### config.mk
export PLATFORM = sky130hd
export DESIGN_NAME = pixel_layer_scheduler
export DESIGN_NICKNAME = d
export VERILOG_FILES = /design/src/rtl/game_pkg.sv /design/src/rtl/sram_pkg.sv /design/src/rtl/pixel_layer_scheduler.sv
export SDC_FILE = /design/constraint.sdc
export NUM_CORES = 1
export LEC_CHECK = 0
export ABC_AREA = 1
export ABC_CLOCK_PERIOD_IN_PS = 1950
export BUFFER_PORTS_ARGS = -buffer_cell sky130_fd_sc_hd__clkbuf_2
export CORE_MARGIN = 2
export CORE_UTILIZATION = 41
export CTS_CLUSTER_DIAMETER = 100
export CTS_CLUSTER_SIZE = 12
export DETAILED_ROUTE_END_ITERATION = 12
export PLACE_DENSITY_LB_ADDON = 0.15
export SKIP_LAST_GASP = 1
export SLEW_MARGIN = 20
export SYNTH_ARGS = -nofsm -noshare
export SYNTH_HDL_FRONTEND = slang
export SYNTH_SLANG_ARGS = --single-unit
export TNS_END_PERCENT = 1
### constraint.sdc
create_clock -name i_clk -period 1.95 [get_ports i_clk]
set_input_delay 0.585 -clock i_clk [delete_from_list [all_inputs] [get_ports i_clk]]
set_output_delay 0.585 -clock i_clk [all_outputs]
set_load 0.02 [all_outputs]
### src/rtl/game_pkg.sv
// rtl/game_pkg.sv - Game-level object identifiers
// Purpose: identifiers of drawable objects, consumed by the color decoder.
package game_pkg;

  typedef enum logic [2:0] {
    OBJECT_BAR_DIGIT   = 3'd0,
    OBJECT_BAR         = 3'd1,
    OBJECT_CAR1_CIRCLE = 3'd2,
    OBJECT_CAR2_CIRCLE = 3'd3,
    OBJECT_CAR1        = 3'd4,
    OBJECT_CAR2        = 3'd5,
    OBJECT_MAP         = 3'd6
  } ObjectID;

endpackage

### src/rtl/sram_pkg.sv
// rtl/sram_pkg.sv - Texel SRAM shared definitions
// Purpose: width of an encoded texel color shared by the SRAM path and its consumers.
package sram_pkg;

  localparam int COLOR_WIDTH = 4;

endpackage

### src/rtl/pixel_layer_scheduler.sv
// rtl/pixel_layer_scheduler.sv - Per-pixel layer scan picking the top opaque texel
// Purpose: for each pixel job, read texels of the hit layers in priority order
// (layer 0 first) and report the first opaque one; the map layer always ends
// the scan. One SRAM read is outstanding at most.
// Ports:
//   i_clk, i_rst_n                 clock, async active-low reset
//   i_flush                        synchronous abort, beats every other event
//   i_pix_valid/o_pix_ready        job handshake, i_layer_hit is the job's hit mask
//   o_sram_req/o_sram_layer        texel read request and layer index
//   i_sram_ack/i_sram_data         one-cycle read acknowledge with texel
//   o_out_valid/i_out_ready        result handshake
//   o_object_id/o_encoded_color    winning object and texel
module pixel_layer_scheduler #(
  parameter int          LAYER_NUM        = 7,
  parameter int unsigned TRANSPARENT_CODE = 0,
  parameter int          CW               = sram_pkg::COLOR_WIDTH
) (
  input  logic               i_clk,
  input  logic               i_rst_n,
  input  logic               i_flush,
  input  logic               i_pix_valid,
  output logic               o_pix_ready,
  input  logic [LAYER_NUM-1:0] i_layer_hit,
  output logic               o_sram_req,
  output logic [2:0]         o_sram_layer,
  input  logic               i_sram_ack,
  input  logic [CW-1:0]      i_sram_data,
  output logic               o_out_valid,
  input  logic               i_out_ready,
  output game_pkg::ObjectID  o_object_id,
  output logic [CW-1:0]      o_encoded_color
);

  localparam logic [CW-1:0] TRANSPARENT = CW'(TRANSPARENT_CODE);
  localparam logic [2:0]    LAST_LAYER  = 3'(LAYER_NUM - 1);

  typedef enum logic [1:0] {IDLE, REQ, WAIT, OUT} state_t;

  state_t                 state, state_next;
  logic [LAYER_NUM-1:0]   pending, pending_next, pending_cleared;
  game_pkg::ObjectID      obj_q, obj_next;
  logic [CW-1:0]          color_q, color_next;
  logic [2:0]             low_idx;

  function automatic game_pkg::ObjectID layer_object(input logic [2:0] layer);
    case (layer)
      3'd0:    return game_pkg::OBJECT_BAR_DIGIT;
      3'd1:    return game_pkg::OBJECT_BAR;
      3'd2:    return game_pkg::OBJECT_CAR1_CIRCLE;
      3'd3:    return game_pkg::OBJECT_CAR2_CIRCLE;
      3'd4:    return game_pkg::OBJECT_CAR1;
      3'd5:    return game_pkg::OBJECT_CAR2;
      default: return game_pkg::OBJECT_MAP;
    endcase
  endfunction

  // Highest-priority pending layer, and the mask with that layer retired.
  // The mask only changes when leaving WAIT, so the index is stable while
  // a request is up.
  always_comb begin
    low_idx         = '0;
    pending_cleared = pending;
    for (int k = LAYER_NUM - 1; k >= 0; k--) begin
      if (pending[k]) low_idx = 3'(k);
    end
    pending_cleared[low_idx] = 1'b0;
  end

  always_comb begin
    state_next   = state;
    pending_next = pending;
    obj_next     = obj_q;
    color_next   = color_q;
    o_pix_ready  = 1'b0;
    o_sram_req   = 1'b0;
    o_sram_layer = '0;
    o_out_valid  = 1'b0;

    case (state)
      IDLE: begin
        o_pix_ready = 1'b1;
        if (i_pix_valid) begin
          pending_next = i_layer_hit;
          if (|i_layer_hit) begin
            state_next = REQ;
          end else begin
            state_next = OUT;
            obj_next   = game_pkg::OBJECT_MAP;
            color_next = TRANSPARENT;
          end
        end
      end

      REQ: begin
        o_sram_req   = 1'b1;
        o_sram_layer = low_idx;
        state_next   = WAIT;
      end

      WAIT: begin
        o_sram_req   = 1'b1;
        o_sram_layer = low_idx;
        if (i_sram_ack) begin
          // The map layer is the backdrop: it wins even when transparent.
          if (i_sram_data != TRANSPARENT || low_idx == LAST_LAYER) begin
            obj_next     = layer_object(low_idx);
            color_next   = i_sram_data;
            pending_next = '0;
            state_next   = OUT;
          end else begin
            pending_next = pending_cleared;
            if (|pending_cleared) begin
              state_next = REQ;
            end else begin
              state_next = OUT;
              obj_next   = game_pkg::OBJECT_MAP;
              color_next = TRANSPARENT;
            end
          end
        end
      end

      OUT: begin
        o_out_valid = 1'b1;
        if (i_out_ready) state_next = IDLE;
      end

      default: state_next = IDLE;
    endcase

    // Flush discards whatever this cycle would have done, including an ack.
    if (i_flush) begin
      state_next   = IDLE;
      pending_next = '0;
      obj_next     = obj_q;
      color_next   = color_q;
    end
  end

  always_ff @(posedge i_clk or negedge i_rst_n) begin
    if (!i_rst_n) begin
      state   <= IDLE;
      pending <= '0;
      obj_q   <= game_pkg::OBJECT_MAP;
      color_q <= '0;
    end else begin
      state   <= state_next;
      pending <= pending_next;
      obj_q   <= obj_next;
      color_q <= color_next;
    end
  end

  assign o_object_id     = obj_q;
  assign o_encoded_color = color_q;

endmodule

# --- Word-level counts from Yosys, hierarchy flattened ---
# Index checks and enable logic that the tools add are counted.
word_totals:
  mem_bits_rw: 0
  rom_bits: 0
  in_bits: 17
  latch_bits: 0
  mem_count: 0
  regBits: 16
op_classes:
  shifts: 0
  add_sub_neg: 0
  mul: 0
  div_mod_pow: 0
  n_lt_le_gt_ge: 2
  bitwise: 3
  n_reduce_logical: 13
  eq_ne: 16
  n_mux: 39
ops:
  columns: ["op", "n"]
  rows:
  - ["$mux W3", 13]
  - ["$mux W7", 4]
  - ["$mux W4", 5]
  - ["$pmux W3 S6", 1]
  - ["$mux W2", 7]
  - ["$pmux W7 S2", 1]
  - ["$reduce_or A7 Y1", 2]
  - ["$ne A3 B3 Y1 const B", 4]
  - ["$eq A3 B3 Y1 const B", 3]
  - ["$pmux W2 S4", 1]
  - ["$pmux W4 S2", 1]
  - ["$and A7 B7 Y7", 1]
  - ["$not A7 Y7", 1]
  - ["$eq A3 B2 Y1 const B", 2]
  - ["$ne A2 B2 Y1 const B", 3]
  - ["$pmux W3 S2", 1]
  - ["$reduce_and A3 Y1", 2]
  - ["$reduce_and A6 Y1", 1]
  - ["$eq A2 B2 Y1 const B", 2]
  - ["$lt A3 B4 Y1 const B", 1]
  - ["$mux W1", 4]
  - ["$reduce_bool A4 Y1", 1]
  - ["$demux W1 S3", 1]
  - ["$eq A3 B1 Y1 const B", 1]
  - ["10 further kinds", 10]

# --- Logic depth before layout (Yosys ltp) ---
logic_depth:
  word_depth: 19
  ltp_mapped: 15
  depth_no_buf: 15

# --- Least setup slack after synthesis ---
# Ideal clock, no wire load.
synth_timing:
  kind: "register to output"
  startpoint: "reg state[0]"
  endpoint: "out o_sram_layer[0]"
  arrival_ns: 1.216
  stages_incl_launch_ff: 5
  path_buffers: 0
  path_slack_ns: 0.149
  path_cell_list: "dfrtp_1 inv_1 ha_1 inv_1 nor2_1"
synth_via:
  elab_chain_cells: 3
synth_lines:
  columns: ["item", "line", "rtl"]
  rows:
  - ["start, declared", "pixel_layer_scheduler.sv:39", "state_t state, state_next;"]
  - ["start signal, assigned", "pixel_layer_scheduler.sv:147", "state <= state_next;"]
  - ["$eq A2 B2 Y1 / $eq A2 B1 Y1 (equally long branches)", "pixel_layer_scheduler.sv:79", "case (state)"]
  - ["$reduce_or A2 Y1 (no line) (*)", null, null]
  - ["$mux W3 (*)", "pixel_layer_scheduler.sv:79", null]
  - ["end, declared", "pixel_layer_scheduler.sv:25", "output logic [2:0] o_sram_layer,"]
# Every way passes the cells marked *; elsewhere a longest branch is shown, timed or not.

# --- Worst setup path in the final report ---
layout_timing:
  startpoint: "reg pending[4]"
  endpoint: "out o_sram_layer[0]"
layout_via:
  elab_chain_cells: 6
layout_lines:
  columns: ["item", "line", "rtl"]
  rows:
  - ["start, declared", "pixel_layer_scheduler.sv:40", "logic [LAYER_NUM-1:0] pending, pending_next, pending_cleared;"]
  - ["start signal, assigned", "pixel_layer_scheduler.sv:148", "pending <= pending_next;"]
  - ["$mux W3 (5 in series)", "pixel_layer_scheduler.sv:64", "if (pending[k]) low_idx = 3'(k);"]
  - ["$mux W3", "pixel_layer_scheduler.sv:79", null]
# Every way passes these cells.

==> key figures <==
Clock network
  • Worst skew pair latency: 0.30 ns
  • Hold buffer count at cts: 0
  • CTS Buf Count: 3
  • CTS clk-pin slew, worst paths: 0.11 ns
  • CTS H-tree depth: 1
  • CTS max path bufs: 2
  • CTS tree: built
  • Clock root cell: clkbuf_4
  • Clock Sinks: 16

Pwr
  • Clk network pwr share: 0.094
  • Seq pwr share: 0.243
  • Comb power frac: 0.662
  • Switching portion of total power: 0.5160
  • Static leakage: 0.0007773 uW
  • PD cells: 1716 nW/um^2
  • Worst vdd ir: 0.8727 mV
  • Cell Int Power: 1199 uW
  • NetSw: 1278 uW

Placement
  • DP Wirelength: 2245 um
  • GPL Wtd Cong: 0.8962
  • Inst Count DP: 213
  • Worst slack at placement: 0.09393 ns
  • Port Buffers: 29

Die
  • Die area: 3198 um^2
  • Die Y: 56.55 um
  • Initial Utilization: 0.4215
  • Die Wd: 56.55 um
  • Rows: 19
  • Ports: 30
  • Core area: 2686 um^2

Logic synthesis
  • Distinct cells, synth: 27
  • Synth Flop Type: dfrtp_1
  • Post-synth EDFFs: 0
  • Warnings, synthesis: 0
  • Post-synth top cells: nand2_1, inv_1, dfrtp_1
  • Post-synth top area share: 0.3094
  • Ys async rst share: 1.000
  • Cell with the most instances after synthesis: nand2_1
  • Post-synth net total: 173
  • Synth Register Bits: 16
  • Synth Instances: 152
  • Post-Syn Area per Cell: 7.450 um^2
  • Largest area contributor in the netlist: dfrtp_1
  • Largest cells by area after synthesis: dfrtp_1, nand2_1, inv_1, nand2_2, dfstp_2
  • Cell Area, Synth: 1132 um^2
  • Sequential area share after synthesis: 0.3558

Timing
  • PnR worst setup slack: -0.02097 ns
  • Final hold vios: 0
  • Worst Clk Skew: 0.003158 ns
  • Slew @ Worst Pin: 0.4351 ns
  • Crit share post-route: 1.011
  • RSZ-0062 raised after global routing: yes
  • Fin crit period: 1.971 ns
  • Slew margin rel.: 0.7100
  • Max frequency: 507.4 MHz
  • Setup violators final: 2
  • Max Slew Vio Count: 0

Global routing
  • GRT Total Usage: 0.2034
  • Vias in the first global route: 1163
  • Largest net degree at the start of global routing: 17
  • First-pass GRT wire length: 5126 um
  • Initial antenna violation count: 0
  • Gr ovfl total: 0

Finish
  • Nets: 216
  • Filler cells: 261
  • Area grow syn2layout: 27.51%
  • Final core utilization: 0.5375
  • Post-route insts no fill: 225
  • N_diodes: 0
  • Ratio of cells with drive above 1 in the final layout: 0.3918

Route
  • Drt total wl: 3021 um
  • Vias: 1209
  • Post-route ant nets: 0
  • DR WL/cell: 13.43 um
  • Initial DRC count: 71
  • Via-to-Cell Ratio: 5.373
  • Residual DRC: 0
  • 1st-pass router iterations: 4

Worst setup path
  • Type of origin of the critical path: flip-flop
  • Worst R2R Start: state[1]
  • Critical path arrival: 1.39 ns
  • Reg2reg path depth: 10
  • Crit-path max FO: 3
  • Reg2Reg Setup Slack: 0.19 ns
  • Critical R2R Capture: o_encoded_color[3]
  • Worst Path Class, Setup: reg2out
  • CP required: 1.36 ns
  • Endpoint type of the worst setup path: output pin

Run status
  • Run status: finished with violations
  • Failing checks: negative setup slack

Worst hold path
  • Min-Delay Path Class: in2async

Job
  • Max_cap viols: 0
per-stage QoR:
stage                     hold slack, ns  instance area [um^2]  total power (uW)  TNS (ns)
after global routing              0.2377                  1444              2670   -0.2359
after CTS                         0.2190                  1401              2358   -0.1061
after floorplan                   0.2894                  1132              1665         0
final                             0.2051                  1444              2478  -0.04117
after detailed placement          0.4540                  1326              2045         0
after global placement            0.4526                  1326              2011         0
registers in the layout, summed over array words and instances (netlist names):
signal           cells
pending              7
o_encoded_color      4
o_object_id          3
state                2
critical path: stages (launching register included):
cell and delay [ns]:
dfrtp_1 0.45, inv_2 0.09, nand2_2 0.05, nand2_1 0.05, nand2_1 0.06, nand2_1 0.08
nand2_2 0.07, nor2_1 0.09, buf_4 0.15
per-layer routing:
layer / global-route usage / share of wire
met5: 0 / 0
met4: 0.08503 / 0.020
met3: 0.02995 / 0.068
met2: 0.3206 / 0.47
met1: 0.2772 / 0.44
placed cells by master, fill, tap and decap left out, types with 5 or more instances in the layout:
cell type	netlist	final
dfrtp_1	14	13
buf_4	0	13
nand3_1	10	10
o22ai_1	5	5
nor2_2	4	5
nor2_1	8	6
nand2_2	9	10
inv_2	4	6
clkbuf_2	0	26
inv_1	16	14
nand2_1	42	41
nand4_1	7	7
o21ai_0	8	8
area by class of cell:
cell class	instances	area [um^2]	area share
timing repair buffer	39	227.7	0.1577
multi-input combinational	114	658.1	0.4558
tap	31	38.79	0.02686
sequential	16	404.1	0.2799
inverter	21	78.83	0.05459
clock buffer	4	36.28	0.02513
worst max-delay path by stage:
stage                    from                  to  slack (ns)  cells after the start
6_report           pending[4]     o_sram_layer[0]       -0.02                      8
4_1_cts            pending[4]     o_sram_layer[1]       -0.04                      6
2_1_floorplan        state[0]     o_sram_layer[0]        0.15                      4
5_1_grt            pending[4]     o_sram_layer[0]       -0.09                      8
3_3_place_gp   i_layer_hit[3]  o_encoded_color[2]        0.09                      9
3_5_place_dp   i_layer_hit[3]  o_encoded_color[3]        0.09                      9
kinds of logic (layout without fill, tap and decap cells):
kind of cell | count (synthesis) | count (layout) | share of synthesized area
buffers and inverters | 22 | 64 | 0.07402
adders and majority gates | 4 | 4 | 0.04420
and+or+nand+nor | 89 | 89 | 0.4066
AOI/OAI and AO/OA | 21 | 21 | 0.1193
DFF | 16 | 16 | 0.3558
repair_timing:
action                                  4_1_cts  5_1_grt
pin swaps                                     1        2
gates resized for setup                       5        8
endpoints found under the setup margin        3        3
buffers inserted                              4        4
power groups by stage:
stage | logic [uW] | registers (uW) | clock network [uW]
floorplan | 1000 | 662 | 0
global placement | 1410 | 604 | 0
detailed placement | 1430 | 614 | 0
CTS | 1530 | 592 | 238
global route | 1800 | 623 | 250
finish | 1640 | 603 | 234
Power figures use the tool's default switching activity.
